$ cat src/rtl/rc4_pkg.sv
// Shared types and constants for the RC4 PRGA decrypt engine.
package rc4_pkg;

    typedef enum logic [3:0] {
        ST_IDLE,
        ST_SET_I,
        ST_WAIT_SI,
        ST_CALC_J,
        ST_WAIT_SJ,
        ST_WR_J,
        ST_WR_I,
        ST_RD_F,
        ST_WAIT_F,
        ST_XOR,
        ST_CHECK,
        ST_PASS,
        ST_FAIL,
        ST_ABORT
    } rc4_state_e;

    localparam logic [7:0] ASCII_SPACE = 8'd32;
    localparam logic [7:0] DEF_CHAR_LO = 8'd97;
    localparam logic [7:0] DEF_CHAR_HI = 8'd122;

    // True when a plaintext byte lies inside the accepted character window.
    function automatic logic char_ok(
        input logic [7:0] b,
        input logic [7:0] lo,
        input logic [7:0] hi,
        input logic       allow_space
    );
        return ((b >= lo) && (b <= hi)) || (allow_space && (b == ASCII_SPACE));
    endfunction

endpackage

$ cat src/rtl/rc4_lat_wait.sv
// Loadable down-counter that times the fixed read latency of S RAM / ROM.
module rc4_lat_wait #(
    parameter int unsigned RAM_LAT = 2
) (
    input  logic clk,
    input  logic reset,
    input  logic load,
    output logic done
);

    localparam int unsigned CW = (RAM_LAT > 2) ? $clog2(RAM_LAT) : 1;

    logic [CW-1:0] cnt_q, cnt_d;
    logic          done_q, done_d;

    // done rises in the last wait cycle so the FSM leaves after exactly RAM_LAT cycles
    always_comb begin
        cnt_d  = cnt_q;
        done_d = done_q;
        if (load) begin
            cnt_d  = CW'(RAM_LAT - 1);
            done_d = (RAM_LAT == 32'd1);
        end else if (cnt_q != '0) begin
            cnt_d  = cnt_q - CW'(1);
            done_d = (cnt_q == CW'(1));
        end
    end

    always_ff @(posedge clk or negedge reset) begin
        if (!reset) begin
            cnt_q  <= '0;
            done_q <= 1'b0;
        end else begin
            cnt_q  <= cnt_d;
            done_q <= done_d;
        end
    end

    assign done = done_q;

endmodule

$ cat src/rtl/rc4_prga_core.sv
// RC4 keystream generator and decryptor: walks the ciphertext ROM, swaps S,
// writes plaintext to the decode RAM and classifies the run.
module rc4_prga_core
    import rc4_pkg::*;
#(
    parameter int unsigned MSG_LEN     = 32,
    parameter int unsigned MSG_AW      = $clog2(MSG_LEN),
    parameter int unsigned RAM_LAT     = 2,
    parameter logic [7:0]  CHAR_LO     = DEF_CHAR_LO,
    parameter logic [7:0]  CHAR_HI     = DEF_CHAR_HI,
    parameter bit          ALLOW_SPACE = 1'b1,
    parameter bit          CHECK_EN    = 1'b1
) (
    input  logic              clk,
    input  logic              reset,
    input  logic              start,
    input  logic              stop,
    input  logic [7:0]        s_q,
    output logic [7:0]        s_addr,
    output logic [7:0]        s_data,
    output logic              s_wren,
    input  logic [7:0]        rom_q,
    output logic [MSG_AW-1:0] rom_addr,
    output logic [MSG_AW-1:0] msg_addr,
    output logic [7:0]        msg_data,
    output logic              msg_wren,
    output logic              busy,
    output logic              done,
    output logic              success,
    output logic              failure,
    output logic              aborted,
    output logic [MSG_AW:0]   bytes_done
);

    localparam int unsigned BW = MSG_AW + 1;

    rc4_state_e        state_q, state_d;
    logic [7:0]        i_q, i_d, j_q, j_d, si_q, si_d, sj_q, sj_d;
    logic [MSG_AW-1:0] k_q, k_d;
    logic [7:0]        s_addr_q, s_addr_d, s_data_q, s_data_d;
    logic              s_wren_q, s_wren_d;
    logic [MSG_AW-1:0] rom_addr_q, rom_addr_d, msg_addr_q, msg_addr_d;
    logic [7:0]        msg_data_q, msg_data_d;
    logic              msg_wren_q, msg_wren_d;
    logic              busy_q, busy_d, done_q, done_d;
    logic              success_q, success_d, failure_q, failure_d, aborted_q, aborted_d;
    logic [BW-1:0]     bytes_done_q, bytes_done_d;
    logic              stop_pend_q, stop_pend_d;
    logic              wait_load_c, wait_done, byte_bad_c;

    rc4_lat_wait #(.RAM_LAT(RAM_LAT)) u_lat_wait (
        .clk  (clk),
        .reset(reset),
        .load (wait_load_c),
        .done (wait_done)
    );

    assign byte_bad_c = CHECK_EN && !char_ok(msg_data_q, CHAR_LO, CHAR_HI, ALLOW_SPACE);

    always_comb begin
        state_d      = state_q;
        i_d          = i_q;
        j_d          = j_q;
        k_d          = k_q;
        si_d         = si_q;
        sj_d         = sj_q;
        s_addr_d     = s_addr_q;
        s_data_d     = s_data_q;
        s_wren_d     = s_wren_q;
        rom_addr_d   = rom_addr_q;
        msg_addr_d   = msg_addr_q;
        msg_data_d   = msg_data_q;
        msg_wren_d   = msg_wren_q;
        busy_d       = busy_q;
        done_d       = 1'b0;
        success_d    = success_q;
        failure_d    = failure_q;
        aborted_d    = aborted_q;
        bytes_done_d = bytes_done_q;
        stop_pend_d  = stop_pend_q;
        wait_load_c  = 1'b0;

        unique case (state_q)
            ST_IDLE: begin
                if (start && !stop) begin
                    i_d          = 8'd0;
                    j_d          = 8'd0;
                    k_d          = '0;
                    bytes_done_d = '0;
                    success_d    = 1'b0;
                    failure_d    = 1'b0;
                    aborted_d    = 1'b0;
                    stop_pend_d  = 1'b0;
                    busy_d       = 1'b1;
                    state_d      = ST_SET_I;
                end
            end
            ST_SET_I: begin
                if (stop) begin
                    state_d = ST_ABORT;
                end else begin
                    i_d         = i_q + 8'd1;
                    s_addr_d    = i_q + 8'd1;
                    wait_load_c = 1'b1;
                    state_d     = ST_WAIT_SI;
                end
            end
            ST_WAIT_SI: begin
                if (stop)           state_d = ST_ABORT;
                else if (wait_done) state_d = ST_CALC_J;
            end
            ST_CALC_J: begin
                if (stop) begin
                    state_d = ST_ABORT;
                end else begin
                    si_d        = s_q;
                    j_d         = j_q + s_q;
                    s_addr_d    = j_q + s_q;
                    wait_load_c = 1'b1;
                    state_d     = ST_WAIT_SJ;
                end
            end
            ST_WAIT_SJ: begin
                if (stop)           state_d = ST_ABORT;
                else if (wait_done) state_d = ST_WR_J;
            end
            // The swap is never split: a stop seen here is remembered for RD_F.
            ST_WR_J: begin
                sj_d        = s_q;
                s_data_d    = si_q;
                s_wren_d    = 1'b1;
                stop_pend_d = stop;
                state_d     = ST_WR_I;
            end
            ST_WR_I: begin
                s_addr_d    = i_q;
                s_data_d    = sj_q;
                stop_pend_d = stop_pend_q | stop;
                state_d     = ST_RD_F;
            end
            ST_RD_F: begin
                s_wren_d    = 1'b0;
                stop_pend_d = 1'b0;
                if (stop || stop_pend_q) begin
                    state_d = ST_ABORT;
                end else begin
                    s_addr_d    = si_q + sj_q;
                    rom_addr_d  = k_q;
                    wait_load_c = 1'b1;
                    state_d     = ST_WAIT_F;
                end
            end
            ST_WAIT_F: begin
                if (stop)           state_d = ST_ABORT;
                else if (wait_done) state_d = ST_XOR;
            end
            ST_XOR: begin
                if (stop) begin
                    state_d = ST_ABORT;
                end else begin
                    msg_data_d   = s_q ^ rom_q;
                    msg_addr_d   = k_q;
                    msg_wren_d   = 1'b1;
                    bytes_done_d = bytes_done_q + BW'(1);
                    state_d      = ST_CHECK;
                end
            end
            // A failing byte is already decided, so it outranks a concurrent stop.
            ST_CHECK: begin
                msg_wren_d = 1'b0;
                if (byte_bad_c) begin
                    state_d = ST_FAIL;
                end else if (stop) begin
                    state_d = ST_ABORT;
                end else if (k_q == MSG_AW'(MSG_LEN - 1)) begin
                    state_d = ST_PASS;
                end else begin
                    k_d     = k_q + MSG_AW'(1);
                    state_d = ST_SET_I;
                end
            end
            ST_PASS: begin
                success_d = 1'b1;
                done_d    = 1'b1;
                busy_d    = 1'b0;
                state_d   = ST_IDLE;
            end
            ST_FAIL: begin
                failure_d = 1'b1;
                done_d    = 1'b1;
                busy_d    = 1'b0;
                state_d   = ST_IDLE;
            end
            ST_ABORT: begin
                s_wren_d   = 1'b0;
                msg_wren_d = 1'b0;
                aborted_d  = 1'b1;
                done_d     = 1'b1;
                busy_d     = 1'b0;
                state_d    = ST_IDLE;
            end
            default: state_d = ST_IDLE;
        endcase
    end

    always_ff @(posedge clk or negedge reset) begin
        if (!reset) begin
            state_q      <= ST_IDLE;
            i_q          <= 8'd0;
            j_q          <= 8'd0;
            k_q          <= '0;
            si_q         <= 8'd0;
            sj_q         <= 8'd0;
            s_addr_q     <= 8'd0;
            s_data_q     <= 8'd0;
            s_wren_q     <= 1'b0;
            rom_addr_q   <= '0;
            msg_addr_q   <= '0;
            msg_data_q   <= 8'd0;
            msg_wren_q   <= 1'b0;
            busy_q       <= 1'b0;
            done_q       <= 1'b0;
            success_q    <= 1'b0;
            failure_q    <= 1'b0;
            aborted_q    <= 1'b0;
            bytes_done_q <= '0;
            stop_pend_q  <= 1'b0;
        end else begin
            state_q      <= state_d;
            i_q          <= i_d;
            j_q          <= j_d;
            k_q          <= k_d;
            si_q         <= si_d;
            sj_q         <= sj_d;
            s_addr_q     <= s_addr_d;
            s_data_q     <= s_data_d;
            s_wren_q     <= s_wren_d;
            rom_addr_q   <= rom_addr_d;
            msg_addr_q   <= msg_addr_d;
            msg_data_q   <= msg_data_d;
            msg_wren_q   <= msg_wren_d;
            busy_q       <= busy_d;
            done_q       <= done_d;
            success_q    <= success_d;
            failure_q    <= failure_d;
            aborted_q    <= aborted_d;
            bytes_done_q <= bytes_done_d;
            stop_pend_q  <= stop_pend_d;
        end
    end

    assign s_addr     = s_addr_q;
    assign s_data     = s_data_q;
    assign s_wren     = s_wren_q;
    assign rom_addr   = rom_addr_q;
    assign msg_addr   = msg_addr_q;
    assign msg_data   = msg_data_q;
    assign msg_wren   = msg_wren_q;
    assign busy       = busy_q;
    assign done       = done_q;
    assign success    = success_q;
    assign failure    = failure_q;
    assign aborted    = aborted_q;
    assign bytes_done = bytes_done_q;

endmodule

$ cat config.mk
export PLATFORM = sky130hd
export DESIGN_NAME = rc4_prga_core
export DESIGN_NICKNAME = d
export VERILOG_FILES = /design/src/rtl/rc4_pkg.sv /design/src/rtl/rc4_lat_wait.sv /design/src/rtl/rc4_prga_core.sv
export SDC_FILE = /design/constraint.sdc
export NUM_CORES = 1
export LEC_CHECK = 0
export ABC_AREA = 1
export CORE_MARGIN = 10
export CORE_UTILIZATION = 51
export CTS_CLUSTER_DIAMETER = 120
export CTS_CLUSTER_SIZE = 12
export DETAILED_ROUTE_END_ITERATION = 12
export PLACE_DENSITY = 0.79
export SYNTH_ARGS = -nofsm -noshare
export SYNTH_HDL_FRONTEND = slang
export SYNTH_SLANG_ARGS = --single-unit
$ cat constraint.sdc
create_clock -name clk -period 3.87 [get_ports clk]
set_input_delay 1.161 -clock clk [delete_from_list [all_inputs] [get_ports clk]]
set_output_delay 1.161 -clock clk [all_outputs]
set_load 0.05 [all_outputs]
==> results <==
- The clock net in this run drives a total of 91 sinks.
- Dividing the final minimum period by the clock period gives 75.47%.
- STA puts the critical path data required time at 4160 ps.
- Setup repair after global routing left no endpoint under its margin.
- The initial utilization of the core area, before any placement, comes to 51.84%.
- The clock root buffer master is sky130_fd_sc_hd__clkbuf_8.
- After Yosys synthesis, full adders, half adders and majority gates account for 5.308% of the synthesized area.
- The number of warnings reported in the yosys synthesis log is 0.
- The count of buffers inserted at the top-level ports is 66.
- In this run the static leakage power is 2.885 nW.
- The number of buffers between clock root and the deepest sink is 2.
- The number of top-level pins is 67.
- The number of nets in the layout is 744.
- Clock tree synthesis inserted a total of 9 buffers.
- Global routing consumed, over all layers together, 18.12% of the routing resources.
- Of the total power, the share spent switching nets is 48.40%.
- Clock-pin slew was measured on the worst setup and hold paths at 80 ps.
- The number of design rule violations left after detail routing is 0.
- Dividing the detail-routed via count by the number of cells gives 5.305.
- 0 antenna diodes ended up in the layout.
- The internal power of the cells is 0.002440 W.
- The number of detailed-route iterations in the first pass is 5.
- The netlist uses 36 different library cells.
- The detailed-routing wirelength on met1 is 5889 um.
- For the worst-skew pair, the clock arrives at the later sink with an insertion delay of 370 ps.
- Entering global routing, the biggest net connects 59 pins.
- The region available for standard cell placement spans 0.009639 sq mm.
- Static timing analysis puts the maximum clock frequency at 0.3424 GHz.
- The class of the tightest hold or removal check is reg -> reg.
- Summed over its instances, the top area cell type makes up 45.57% of the synthesized netlist area.
- For the final database, setup skew stands at 7.522 ps.
- The share of the synthesized area in compound gates (AO/OA/AOI/OAI) is 12.29%.
- The number of global-route vias before repair is 4444.
- The tool flagged a number of max-cap violations equal to 0.
- The number of setup buffers added after CTS is 0.
- The worst setup path is of the in -> reg kind.
- By area the synthesized netlist is led by sky130_fd_sc_hd__dfrtp_1 (46%), sky130_fd_sc_hd__nand2_1 (13%), sky130_fd_sc_hd__o21ai_0 (7.1%).
- The final hold violation count is 0.
- Power comes to 0.004729 W.
- The multiplexer share of the synthesized area is 0%.
- The number of DRC markers after the initial detailed-route iteration is 417.
- In the post-route analysis, the smallest setup slack over all paths is 949.4 ps.
- Per report_power, the combinational group accounts for 53.0% of the total.
- The startpoint type of the worst setup path is an input pin.
- The global-route wire length before repair is 21380 um.
- The number of hold-repair buffers added at the cts stage is 0.
- The total power divided by cell area is 794.6 mW/mm^2.
- The minimum period implied by the final worst setup slack is 2921 ps.
- The detailed route wirelength on metal2 is 5726 um.
- The count of mapped cells out of synthesis is 639.
- The library cell used most frequently in the layout, excluding fill and tap cells, is sky130_fd_sc_hd__nand2_1.
- The cell type with the highest aggregate area in the netlist is sky130_fd_sc_hd__dfrtp_1.
- After detailed routing, no signal wire sits above met4.
- The number of nets handed over by synthesis was 679.
- After global routing the overflow that remains totals 0.
- The maximum vdd ir drop is 346.2 uV.
- The synthesized netlist occupies a cell area of 0.004997 sq mm.
- STA classifies the critical path endpoint as a register.
- The die span in x is 119.0 um.
- After detailed routing, the average wire length per cell comes to 15.04 um.
- Gates resized during post-CTS repair numbered 0.
- The clock network accounts for 13.7% of the total power.
- In the layout the commonest cells are sky130_fd_sc_hd__nand2_1 (178), sky130_fd_sc_hd__dfrtp_1 (91), sky130_fd_sc_hd__inv_1 (74).
- Synthesis inferred 91 register bits.
- The relative area change from synthesis to final layout is 19.10%.
- The post-detailed-placement cell area is 0.005758 sq mm.
- The number of pins with negative max-slew slack in the final report was 0.
- The simple logic cell fraction of the synthesized area is 25.86%.
- The total die area is 0.01416 sq mm.
- The sequential cell area fraction in the yosys report is 45.57%.
- Of all nets on the critical path, the largest fanout is 16.
- The die is 119.0 um tall.
- For this design the total switching power over the nets is 0.002289 W.
- The sequential cell fraction of total power is 33.3%.
- The count of standard-cell rows is 36.
- At the end of routability-driven placement, the weighted congestion stood at 0.9565.
- The overall routed net length is 12660 um.
- The total length of routed met3 wires is 761 um.
- The final cell area excluding filler cells is 0.005952 sq mm.
- The flow ran to the end, and the final reports show no timing, DRC or antenna violations.
- The residual antenna-violating net count after detailed routing is 0.
- The via count is 4467.
- After synthesis, the mean cell area works out to 7.820 sq um.
- CTS built an H-tree with a depth of 3.
- The total of endpoints with negative setup slack in the final report is 0.
- Measured against its own limit, the worst slew margin works out to 45.11%.
- Before CTS, the worst setup slack after placement is 654.3 ps.
- Summing the areas of all xor and xnor instances in the mapped netlist gives 2.979% of the synthesized area.
- At the worst endpoint, the arrival time is 3210 ps.
- Setup total negative slack on the finished layout was measured at 0 ps.
- The CTS tree is built.
- The largest family of logic cells by synthesized area is simple AND/OR/NAND/NOR gates.
- The number of antenna violations at the first check in global routing is 0.
- The HPWL after detailed placement is 9460 um.
- The layout cell share with drive strength beyond 1 is 6.206%.
- For the pin with the worst max-slew slack, the measured transition is 820.3 ps.
-- Yosys cell counts --
master / count
sky130_fd_sc_hd__clkbuf_1: 3
sky130_fd_sc_hd__nor2_2: 4
sky130_fd_sc_hd__clkinv_1: 1
sky130_fd_sc_hd__o21ai_1: 14
sky130_fd_sc_hd__nor2_1: 41
sky130_fd_sc_hd__xnor2_1: 10
sky130_fd_sc_hd__nand2_2: 7
sky130_fd_sc_hd__o21bai_2: 1
sky130_fd_sc_hd__a211oi_1: 2
sky130_fd_sc_hd__dfrtp_1: 91
sky130_fd_sc_hd__and3_1: 1
sky130_fd_sc_hd__buf_4: 2
sky130_fd_sc_hd__nor2_4: 2
sky130_fd_sc_hd__nand3_1: 42
sky130_fd_sc_hd__inv_1: 74
sky130_fd_sc_hd__nand3_2: 2
sky130_fd_sc_hd__nand4_1: 8
sky130_fd_sc_hd__buf_6: 2
sky130_fd_sc_hd__a2bb2oi_1: 2
sky130_fd_sc_hd__o21ai_0: 71
sky130_fd_sc_hd__nor3_1: 6
sky130_fd_sc_hd__o211ai_1: 2
sky130_fd_sc_hd__xor2_1: 7
sky130_fd_sc_hd__ha_1: 18
sky130_fd_sc_hd__o221ai_1: 1
sky130_fd_sc_hd__nand2_1: 178
sky130_fd_sc_hd__inv_2: 5
sky130_fd_sc_hd__fa_1: 2
sky130_fd_sc_hd__or2_2: 1
sky130_fd_sc_hd__o22ai_1: 5
sky130_fd_sc_hd__a21oi_1: 15
sky130_fd_sc_hd__buf_2: 9
sky130_fd_sc_hd__nand2_4: 1
sky130_fd_sc_hd__clkinv_2: 1
sky130_fd_sc_hd__o31ai_1: 2
sky130_fd_sc_hd__nand3b_1: 6
-- registers in the layout, summed over array words and instances, names as in the netlist, 4 cells and up --
| name | count |
|---|---|
| bytes_done | 6 |
| i_q | 8 |
| j_q | 8 |
| k_q | 5 |
| msg_addr | 5 |
| msg_data | 8 |
| rom_addr | 5 |
| s_addr | 8 |
| s_data | 8 |
| si_q | 8 |
| sj_q | 8 |
| state_q | 4 |
-- critical path, cell delays in order --
cell                              delay [ps]
sky130_fd_sc_hd__clkdlybuf4s50_1         680
sky130_fd_sc_hd__clkinv_1                350
sky130_fd_sc_hd__nand2_1                 480
sky130_fd_sc_hd__nand2_1                 130
sky130_fd_sc_hd__inv_2                   210
sky130_fd_sc_hd__nand2_1                 100
sky130_fd_sc_hd__o21ai_1                  90
-- power groups by stage --
stage               clock [W]  sequential, W  combinational (W)
finish               0.000647        0.00158            0.00251
global route         0.000705        0.00162            0.00275
CTS                  0.000659        0.00157            0.00251
detailed placement          0        0.00159            0.00250
global placement            0        0.00157            0.00244
floorplan                   0        0.00215            0.00118
-- area by class of cell --
class	instances	area (sq um)
clock buffer	11	141.4
multi-input combinational	451	2321
clock inverter	5	52.55
inverter	81	305.3
timing repair buffer	70	688.2
tap	133	166.4
fill	859	3687
sequential	91	2277
-- path summary, 6_finish.rpt --
check                      depth (start not counted)                    end                    from  slack (ps)
max                                                7     j_q[6]$_DFFE_PN0P_                    stop         950
min reg2reg                                        2    success$_DFFE_PN0P_     success$_DFFE_PN0P_         480
max in group asynchronous                          2    si_q[0]$_DFFE_PN0P_                   reset        2240
max reg2reg                                        9  s_addr[7]$_DFFE_PN0P_  state_q[0]$_DFFE_PN0P_        1270
min                                                2    success$_DFFE_PN0P_     success$_DFFE_PN0P_         480
min in group asynchronous                          1  s_data[6]$_DFFE_PN0P_                   reset         860
-- cell families after synthesis --
family / after synthesis
buffers and inverters: 97
adder cells (fa/ha/maj): 20
AO/OA/AOI/OAI: 115
AND/OR/NAND/NOR: 299
XOR/XNOR: 17
flip-flops: 91
-- per-stage QoR --
stage          std cells  util, %  hold WS (ps)
2_1_floorplan        639        -         456.1
3_3_place_gp         826    59.74         461.1
3_5_place_dp         826    59.74         467.9
4_1_cts              842    61.75         490.9
5_1_grt              842    61.75         506.5
6_report             842    61.75         484.7
-- per-layer routing --
metal,track usage [%],up-vias
li1,-,2194
met4,6.718,0
met2,28.67,130
met3,4.913,20
met1,23.24,2123
met5,0,-
(Power assumes the default switching activity.)
